**src/rtl/apb_fifo_responder.sv**
```systemverilog
// apb_fifo_responder: APB3 completer fronting a 32-bit mailbox FIFO.
//   Register map (PADDR[3:2]): 0x0 CTRL, 0x4 STATUS, 0x8 TXD (push), 0xC RXD (pop).
//   Every transfer takes exactly one wait state. The read data and the error flag are
//   captured on entry to the access cycle. Side effects commit at the end of the access
//   cycle, and only if PSEL/PENABLE are still held.
// Ports:
//   clk, reset          single rising-edge clock, synchronous active-high reset
//   PADDR/PSEL/PENABLE  APB address and control
//   PWRITE/PWDATA       APB write direction and data
//   PRDATA/PREADY       read data (valid with PREADY) and transfer complete
//   PSLVERR             error response (valid with PREADY)
//   irq                 CTRL.irq_en & FIFO not empty
module apb_fifo_responder #(
  parameter int unsigned DEPTH  = 8,
  parameter int unsigned ADDR_W = 4
) (
  input  logic              clk,
  input  logic              reset,
  input  logic [ADDR_W-1:0] PADDR,
  input  logic              PSEL,
  input  logic              PENABLE,
  input  logic              PWRITE,
  input  logic [31:0]       PWDATA,
  output logic [31:0]       PRDATA,
  output logic              PREADY,
  output logic              PSLVERR,
  output logic              irq
);

  localparam int unsigned PtrW = $clog2(DEPTH);
  localparam int unsigned CntW = PtrW + 1;
  localparam logic [CntW-1:0] FullCnt = CntW'(DEPTH);

  localparam logic [1:0] RegCtrl   = 2'd0;
  localparam logic [1:0] RegStatus = 2'd1;
  localparam logic [1:0] RegTxd    = 2'd2;
  localparam logic [1:0] RegRxd    = 2'd3;

  typedef enum logic [0:0] {StIdle, StAccess} state_e;

  state_e            r_state, w_state_next;
  logic [31:0]       r_prdata, r_wdata, w_rdata;
  logic              r_err, w_err;
  logic [1:0]        r_reg;
  logic              r_write;
  logic [31:0]       r_mem [DEPTH];
  logic [PtrW-1:0]   r_wr_ptr, r_rd_ptr;
  logic [CntW-1:0]   r_count;
  logic              r_irq_en;
  logic              w_empty, w_full;
  logic              w_start, w_commit, w_push, w_pop, w_ctrl_wr, w_flush;
  logic [1:0]        w_unused_paddr;

  // Byte-lane bits are not decoded.
  assign w_unused_paddr = PADDR[1:0];

  assign w_empty = (r_count == '0);
  assign w_full  = (r_count == FullCnt);

  assign w_start  = (r_state == StIdle) & PSEL & PENABLE;
  // Commit only if the master still holds the transfer; reset abandons it.
  assign w_commit = (r_state == StAccess) & PSEL & PENABLE & ~r_err & ~reset;
  assign w_push    = w_commit &  r_write & (r_reg == RegTxd);
  assign w_pop     = w_commit & ~r_write & (r_reg == RegRxd);
  assign w_ctrl_wr = w_commit &  r_write & (r_reg == RegCtrl);
  assign w_flush   = w_ctrl_wr & r_wdata[1];

  // Decode the live APB request; captured only when entering the access cycle.
  always_comb begin
    w_rdata = '0;
    w_err   = 1'b0;
    case (PADDR[3:2])
      RegCtrl: begin
        if (!PWRITE) w_rdata = {31'h0, r_irq_en};
      end
      RegStatus: begin
        if (PWRITE) w_err = 1'b1;
        else        w_rdata = {16'h0, 8'(r_count), 6'h0, w_full, w_empty};
      end
      RegTxd: begin
        w_err = PWRITE ? w_full : 1'b1;
      end
      RegRxd: begin
        if (!PWRITE) begin
          if (w_empty) w_err = 1'b1;
          else         w_rdata = r_mem[r_rd_ptr];
        end
      end
      default: ;
    endcase
  end

  always_comb begin
    w_state_next = r_state;
    PREADY       = 1'b0;
    PSLVERR      = 1'b0;
    PRDATA       = r_prdata;
    unique case (r_state)
      StIdle: begin
        if (w_start) w_state_next = StAccess;
      end
      StAccess: begin
        PREADY       = 1'b1;
        PSLVERR      = r_err;
        w_state_next = StIdle;
      end
      default: w_state_next = StIdle;
    endcase
  end

  assign irq = r_irq_en & ~w_empty;

  always_ff @(posedge clk) begin
    if (reset) begin
      r_state  <= StIdle;
      r_prdata <= '0;
      r_err    <= 1'b0;
      r_reg    <= '0;
      r_write  <= 1'b0;
      r_wdata  <= '0;
      r_wr_ptr <= '0;
      r_rd_ptr <= '0;
      r_count  <= '0;
      r_irq_en <= 1'b0;
    end else begin
      r_state <= w_state_next;
      if (w_start) begin
        r_prdata <= w_rdata;
        r_err    <= w_err;
        r_reg    <= PADDR[3:2];
        r_write  <= PWRITE;
        r_wdata  <= PWDATA;
      end
      if (w_ctrl_wr) r_irq_en <= r_wdata[0];
      if (w_flush) begin
        r_wr_ptr <= '0;
        r_rd_ptr <= '0;
        r_count  <= '0;
      end else if (w_push) begin
        r_wr_ptr <= r_wr_ptr + PtrW'(1);
        r_count  <= r_count + CntW'(1);
      end else if (w_pop) begin
        r_rd_ptr <= r_rd_ptr + PtrW'(1);
        r_count  <= r_count - CntW'(1);
      end
    end
  end

  // Storage needs no reset; pointers and count define its validity.
  always_ff @(posedge clk) begin
    if (w_push) r_mem[r_wr_ptr] <= r_wdata;
  end

endmodule

```
**config.mk**
```make
export PLATFORM = sky130hd
export DESIGN_NAME = apb_fifo_responder
export DESIGN_NICKNAME = d
export VERILOG_FILES = /design/src/rtl/apb_fifo_responder.sv
export SDC_FILE = /design/constraint.sdc
export NUM_CORES = 1
export LEC_CHECK = 0
export BUFFER_PORTS_ARGS = -buffer_cell sky130_fd_sc_hd__buf_2
export CAP_MARGIN = 20
export CORE_UTILIZATION = 40
export CTS_CLUSTER_DIAMETER = 40
export DETAILED_ROUTE_END_ITERATION = 8
export GPL_ROUTABILITY_DRIVEN = 0
export PLACE_DENSITY = 0.65
export REMOVE_ABC_BUFFERS = 1
export SYNTH_ARGS = -nofsm -noshare
export SYNTH_HDL_FRONTEND = slang
export SYNTH_SLANG_ARGS = --single-unit
```
**constraint.sdc**
```tcl
create_clock -name clk -period 4.58 [get_ports clk]
set_input_delay 0.458 -clock clk [delete_from_list [all_inputs] [get_ports clk]]
set_output_delay 0.458 -clock clk [all_outputs]
set_load 0.01 [all_outputs]
```
==> results of run 1 <==
-- synth_stat cells (2+ instances only) --
library cell / n
mux2_2: 33
nand3_1: 3
nand4b_1: 2
a222oi_1: 4
a22o_1: 26
mux2i_1: 3
nor4_1: 4
buf_2: 7
edfxtp_1: 256
ha_1: 4
a21oi_1: 40
xor2_1: 2
buf_1: 3
nand2_1: 81
nand2b_1: 7
xnor2_1: 4
dfxtp_1: 83
inv_1: 7
mux4_2: 64
nor2_1: 16
nor3_1: 6
clkbuf_1: 27
-- routing by layer --
| metal | wire length [um] | up-vias | GRT usage (%) |
|---|---|---|---|
| li1 | - | 2983 | - |
| met1 | 12100 | 3301 | 23.5 |
| met2 | 11700 | 174 | 24.7 |
| met3 | 1240 | 50 | 3.06 |
| met4 | 553 | 0 | 4.83 |
| met5 | 0 | - | 0 |
-- worst register-to-register path: cells and delay by family, from the launching register on --
family / cells / cell delay [ns]
simple gates: 3 / 1.95
flops: 1 / 0.34
compound gates: 1 / 0.23
-- logic make-up after synthesis --
| kind of cell | count (synthesis) | synth area share, % |
|---|---|---|
| buf+inv | 47 | 1.65 |
| flops | 339 | 74.0 |
| mux | 100 | 14.6 |
| simple gates | 128 | 4.50 |
| compound gates | 80 | 4.32 |
| xor+xnor | 6 | 0.416 |
| fa+ha+maj | 5 | 0.554 |
-- stage by stage --
stage	hold slack [ns]	worst slack [ns]
floorplan	0.438	-0.0409
global placement	0.457	1.80
detailed placement	0.447	1.87
CTS	0.152	1.93
global route	0.170	1.83
finish	0.170	1.99
-- cell usage in the layout, fill, tap and decap left out, types with 2 or more instances in the layout --
cell	n
a21oi_1	40
a222oi_1	4
a22o_1	26
buf_2	73
buf_4	20
bufinv_16	6
clkbuf_1	2
clkbuf_16	45
clkbuf_8	2
clkinv_1	4
clkinv_2	3
clkinv_4	6
clkinv_8	2
clkinvlp_4	6
dfxtp_1	81
edfxtp_1	256
ha_1	4
inv_1	7
inv_6	5
mux2_2	33
mux2i_1	3
mux4_2	64
nand2_1	81
nand2b_1	7
nand3_1	3
nand4b_1	2
nor2_1	12
nor2_4	3
nor3_1	2
nor3_2	5
nor4_1	2
nor4_2	2
xnor2_1	4
xor2_1	2
-- cell type report --
type	count	area (sq um)	share of cell area, %
clock buffers	49	1160	7.68
inverters	8	30.0	0.199
repair buffers	94	536	3.54
clock inverters	33	395	2.62
multi-input cells	319	3140	20.8
flip-flops and latches	339	9350	61.9
well taps	396	495	3.28
-- worst min-delay path by stage --
stage                     cells past startpoint  startpoint  slack [ns]          end
after floorplan                               2    r_irq_en        0.44     r_irq_en
after global placement                        2   PRDATA[1]        0.46    PRDATA[1]
after detailed placement                      2   PRDATA[1]        0.45    PRDATA[1]
after CTS                                     3   PWDATA[0]        0.15   r_wdata[0]
after global routing                          3  PWDATA[22]        0.17  r_wdata[22]
final                                         3   PWDATA[8]        0.17   r_wdata[8]
-- power by group through the flow --
| stage | clock network [W] | logic, W | registers [W] |
|---|---|---|---|
| 4_1_cts | 0.00360 | 0.0000874 | 0.00334 |
| 2_1_floorplan | 0 | 0.0000359 | 0.00339 |
| 6_report | 0.00355 | 0.0000852 | 0.00334 |
| 5_1_grt | 0.00374 | 0.0000959 | 0.00334 |
| 3_5_place_dp | 0 | 0.0000867 | 0.00340 |
| 3_3_place_gp | 0 | 0.0000862 | 0.00340 |
==> reports/qor.yml, run 1 <==
status:
  status: "complete, but fails checks"
  violations: "DRC"
power_and_ir_drop:
  seqPwrFrac_pct: 47.9
  switchingPower_w: 0.00143
  p_int_w: 0.00554
  comb_power_share_pct: 1.2
  power.density_nw_per_um2: 462
  fin_total_pwr_w: 0.00697
  leakage_nw: 5.31
  p_clk_share_pct: 50.9
  switching_share_pct: 20.5
  vdd_ir_drop_max_mv: 0.240
synthesis:
  async_flop_share_pct: 0
  synth_cell_type_count: 45
  synth_edf_count: 256
  synth_top_cell_by_area: "edfxtp_1"
  synthFlopType: "edfxtp_1"
  ys_warn_count: 0
  synth.top_cell.area_share_pct: 60.8
  syn_avg_cell_area_sq_um: 17.9
  ys_seq_area_share_pct: 74.0
  syn_inst: 705
  ys_ff_latch: 339
  synthTopCellsByArea: "edfxtp_1 (61%), dfxtp_1 (13%), mux4_2 (11%)"
  synth_area_sq_um: 12600
critical_path:
  crit_required_ns: 5.04
  slowest_stage: "nor4_1"
  cp_data_arrival_time_ns: 3.05
  crit_family: "simple AND/OR/NAND/NOR gates"
  crit_type: "reg2reg"
  worstPathMaxFanout: 16
  r2r_setup_slack_ns: 1.99
  cpPeakStageDelay_ns: 1.13
  end_kind: "flip-flop"
  path_depth: 4
  worstSetupStartpoint: "r_state"
  path_cells: "nand3b_1 > nor4_1 > a32oi_1 > nand2_1"
  r2r_end: "PRDATA[1]"
  critPathLaunchType: "flip-flop"
  reg2reg_from: "r_state"
  path_buf_inv: 0
  reg2regPathDepth: 4
  timing.critical_path.to: "PRDATA[1]"
die:
  die_height_um: 180
  row_count: 64
  top_level_ports: 76
  initial_core_util_pct: 41.0
  core_sq_um: 30800
  die_x_um: 180
  dieArea_sq_um: 32300
grt:
  grt_overflow: 0
  grt_pass1_wl_mm: 39.6
  grt_pass1_vias: 6658
  grt_use_total_pct: 16.1
  antenna_found_initial: 0
  grt_max_degree: 46
sta:
  worst_pin_slew_ns: 1.07
  grt_setup_unrepaired: "no"
  finalCritPeriodShare_pct: 56.6
  tns_ns: 0
  finalHoldViolCount: 0
  min_period_ns: 2.59
  slew_headroom_pct: 27.8
  fmax_mhz: 386
  fin_skew_ns: 0.0154
  setup_violations: 0
  report.final.slew_viol_count: 0
cells_and_area:
  area_delta_synth_final_pct: 19.6
  drive_above_1_share_pct: 33.6
  top_register: "r_mem"
  fill_cells: 2528
  final_cells: 1238
  post-route-util_pct: 49.0
  antenna_cells: 0
  fin_nets: 852
  largest_reg_flops: 256
  final_area_sq_um: 15100
clocking:
  cts_max_level: 2
  cts_resized: 0
  clk_path_buf_depth: 3
  cts_tree: "yes"
  holdBufCountCts: 0
  cts_buffers: 44
  clock_latency_ns: 0.53
  path_clk_slew_ns: 0.06
  post-cts-setup-buffers: 0
  cts-root-buf: "clkbuf_16"
  clkSinkCount: 339
drt:
  dr.first_iter.drc_count: 511
  viasPerCell: 5.26
  drc: 4
  vias: 6508
  dr.pass1.iters: 7
  wirelength_mm: 25.6
  ant_nets: 0
  wl_per_cell_um: 20.7
placement:
  io_buffers: 73
  hpwlAfterDp_mm: 14.1
  place_area_sq_um: 13600
  dp_cells: 1156
min_path:
  hp-class: "in2reg"
run:
  maxCapViolations: 0
(Power assumes the default switching activity.)
==> run 2: changes to the inputs <==
Clock period 4.58 ns to 2.2 ns, I/O delays scaled along.
==> run 2 against run 1 <==
The flow still finishes with violations (DRC); critical path depth rose by 2; sequential cell count unchanged; combinational power rose to 2.8 times the previous value; power grew 100%; sequential power is 110% higher; clock-buffer cell count is 2 lower; global-route usage increased by 0.50 points; wire length is 2.3% higher; maximum frequency increased by 24%; clock skew grew 0.0028 ns; non-clock buffer count grew 57; via count rose by 4.2%.
==> reports/qor.yml, run 2 (synthesized netlist as in run 1, its figures left out) <==
clocking:
  path_clk_slew_ns: 0.06
  clk_path_buf_depth: 3
  cts-root-buf: "clkbuf_16"
  cts_buffers: 43
  clkSinkCount: 339
  clock_latency_ns: 0.53
  cts_tree: "yes"
  cts_max_level: 2
cells_and_area:
  layout_common_cells: "edfxtp_1 (256), dfxtp_1 (81), nand2_1 (81)"
  drive_above_1_share_pct: 34.2
  fill_cells: 2501
  final_cells: 1291
  fin_nets: 908
  top_register: "r_mem"
  antenna_cells: 0
  final_common_cell: "edfxtp_1"
  largest_reg_flops: 256
  area_delta_synth_final_pct: 24.7
  ff_latch_area_sq_um: 9350
  multi_input_area_sq_um: 3180
  final_area_sq_um: 15800
drt:
  dr.pass1.iters: 7
  wl_per_cell_um: 20.3
  wirelength_mm: 26.2
  ant_nets: 0
  dr.first_iter.drc_count: 518
  viasPerCell: 5.25
  drc: 4
  vias: 6781
power_and_ir_drop:
  p_int_w: 0.0112
  vdd_ir_drop_max_mv: 0.530
  p_clk_share_pct: 49.4
  comb_power_share_pct: 1.7
  leakage_nw: 5.61
  power.density_nw_per_um2: 902
  seqPwrFrac_pct: 48.9
  switchingPower_w: 0.00299
  switching_share_pct: 21.0
sta:
  worst_pin_slew_ns: 1.03
  finalHoldViolCount: 0
  grt_setup_unrepaired: "no"
  report.final.slew_viol_count: 0
  fin_skew_ns: 0.0182
  setup_violations: 0
  finalCritPeriodShare_pct: 94.8
  min_period_ns: 2.09
  fmax_mhz: 479
  slew_headroom_pct: 31.2
grt:
  grt_pass1_vias: 6934
  use_met3_pct: 3.38
  grt_use_total_pct: 16.6
  grt_max_degree: 39
  antenna_found_initial: 0
  grt.busiest_layer: "met2"
  grt_overflow: 0
  gr-usage-met1_pct: 23.4
  met2_usage_pct: 26.3
  grt_pass1_wl_mm: 40.8
critical_path:
  crit_family: "simple AND/OR/NAND/NOR gates"
  critPathLaunchType: "flip-flop"
  worstPathMaxFanout: 13
  path_buf_inv: 3
  slowest_stage: "buf_4"
  cpPeakStageDelay_ns: 0.34
  r2r_end: "r_mem[0][6]"
  cp_data_arrival_time_ns: 2.29
  end_kind: "flip-flop"
  path_cells: "nand4b_1 > nor3_4 > inv_2 > buf_4 > nor4_2 > buf_4"
  crit_path_frequent_cell: "buf_4"
  crit_type: "reg2reg"
  crit_required_ns: 2.41
  reg2regPathDepth: 6
  r2r_setup_slack_ns: 0.11
  reg2reg_from: "r_err"
die:
  row_count: 64
  initial_core_util_pct: 41.0
  die_height_um: 180
  top_level_ports: 76
  die_x_um: 180
  core_sq_um: 30800
  dieArea_sq_um: 32300
min_path:
  hp-class: "in2reg"
  hold_depth: 3
  worstHoldStart: "reset"
  worst_hold_path.endpoint: "r_state"
placement:
  dp_cells: 1175
  io_buffers: 73
  place_area_sq_um: 13900
  hpwlAfterDp_mm: 14.9
run:
  maxCapViolations: 0
status:
  status: "complete, but fails checks"
  violations: "DRC"
## run 2: cell types whose count changed in the layout (fill, tap and decap cells not counted), moves of 2 or more
cell and delta:
buf_12 +15, clkinv_2 +3, inv_8 +2, clkinvlp_4 -3, buf_4 +6, ha_4 +2
clkinv_1 -2, clkinv_4 -3, bufinv_16 -2, dlygate4sd3_1 +35, inv_6 +2, clkbuf_16 -2
ha_1 -2
## run 2: cell type report
class / instances / share of cell area (%)
Clock buffer: 47 / 7.05
Tap cell: 396 / 3.14
Clock inverter: 31 / 2.22
Inverter: 8 / 0.191
Multi-Input combinational cell: 319 / 20.2
Timing Repair Buffer: 151 / 7.84
Sequential cell: 339 / 59.4
## run 2: stage by stage
step	util [%]	hold slack, ns	setup TNS [ns]	setup slack (ns)	total power (W)
2_1_floorplan	-	0.289	-389.86	-2.38	0.00714
3_3_place_gp	45.0	0.458	0	0.0274	0.00727
3_5_place_dp	45.0	0.463	-0.0266	-0.0266	0.00728
4_1_cts	50.9	0.213	0	0.0302	0.0144
5_1_grt	51.1	0.242	0	0.00421	0.0146
6_report	51.1	0.235	0	0.114	0.0142
## run 2: repair_timing
action                     4_1_cts  5_1_grt
hold endpoints to repair        35        0
pin swaps                        1        2
setup endpoints to repair        1       10
hold buffers                    35        0
setup buffers                    0        2
gates resized for setup          0        5
gates cloned                     0        0
## run 2: worst min-delay path: stages
cell    delay, ns
buf_2        0.11
buf_4        0.24
nor2_1       0.14
## run 2: layer usage
| metal | up-vias | wire, um |
|---|---|---|
| li1 | 3103 | - |
| met3 | 42 | 1550 |
| met5 | - | 0 |
| met4 | 0 | 527 |
| met1 | 3428 | 11800 |
| met2 | 208 | 12400 |
## run 2: how the worst max path moves through the flow
| stage | start | endpoint | depth (start not counted) |
|---|---|---|---|
| after global routing | r_err | r_count[3] | 8 |
| after floorplan | r_state | r_mem[0][0] | 4 |
| after detailed placement | r_err | r_count[3] | 8 |
| after CTS | r_err | r_count[3] | 8 |
| after global placement | r_err | r_count[3] | 8 |
| final | r_err | r_mem[0][6] | 6 |
## run 2: power groups by stage
stage | logic [W] | clock network (W) | registers [W]
finish | 0.000242 | 0.00702 | 0.00695
global route | 0.000268 | 0.00742 | 0.00696
CTS | 0.000243 | 0.00716 | 0.00695
detailed placement | 0.000195 | 0 | 0.00709
global placement | 0.000192 | 0 | 0.00708
floorplan | 0.0000747 | 0 | 0.00706
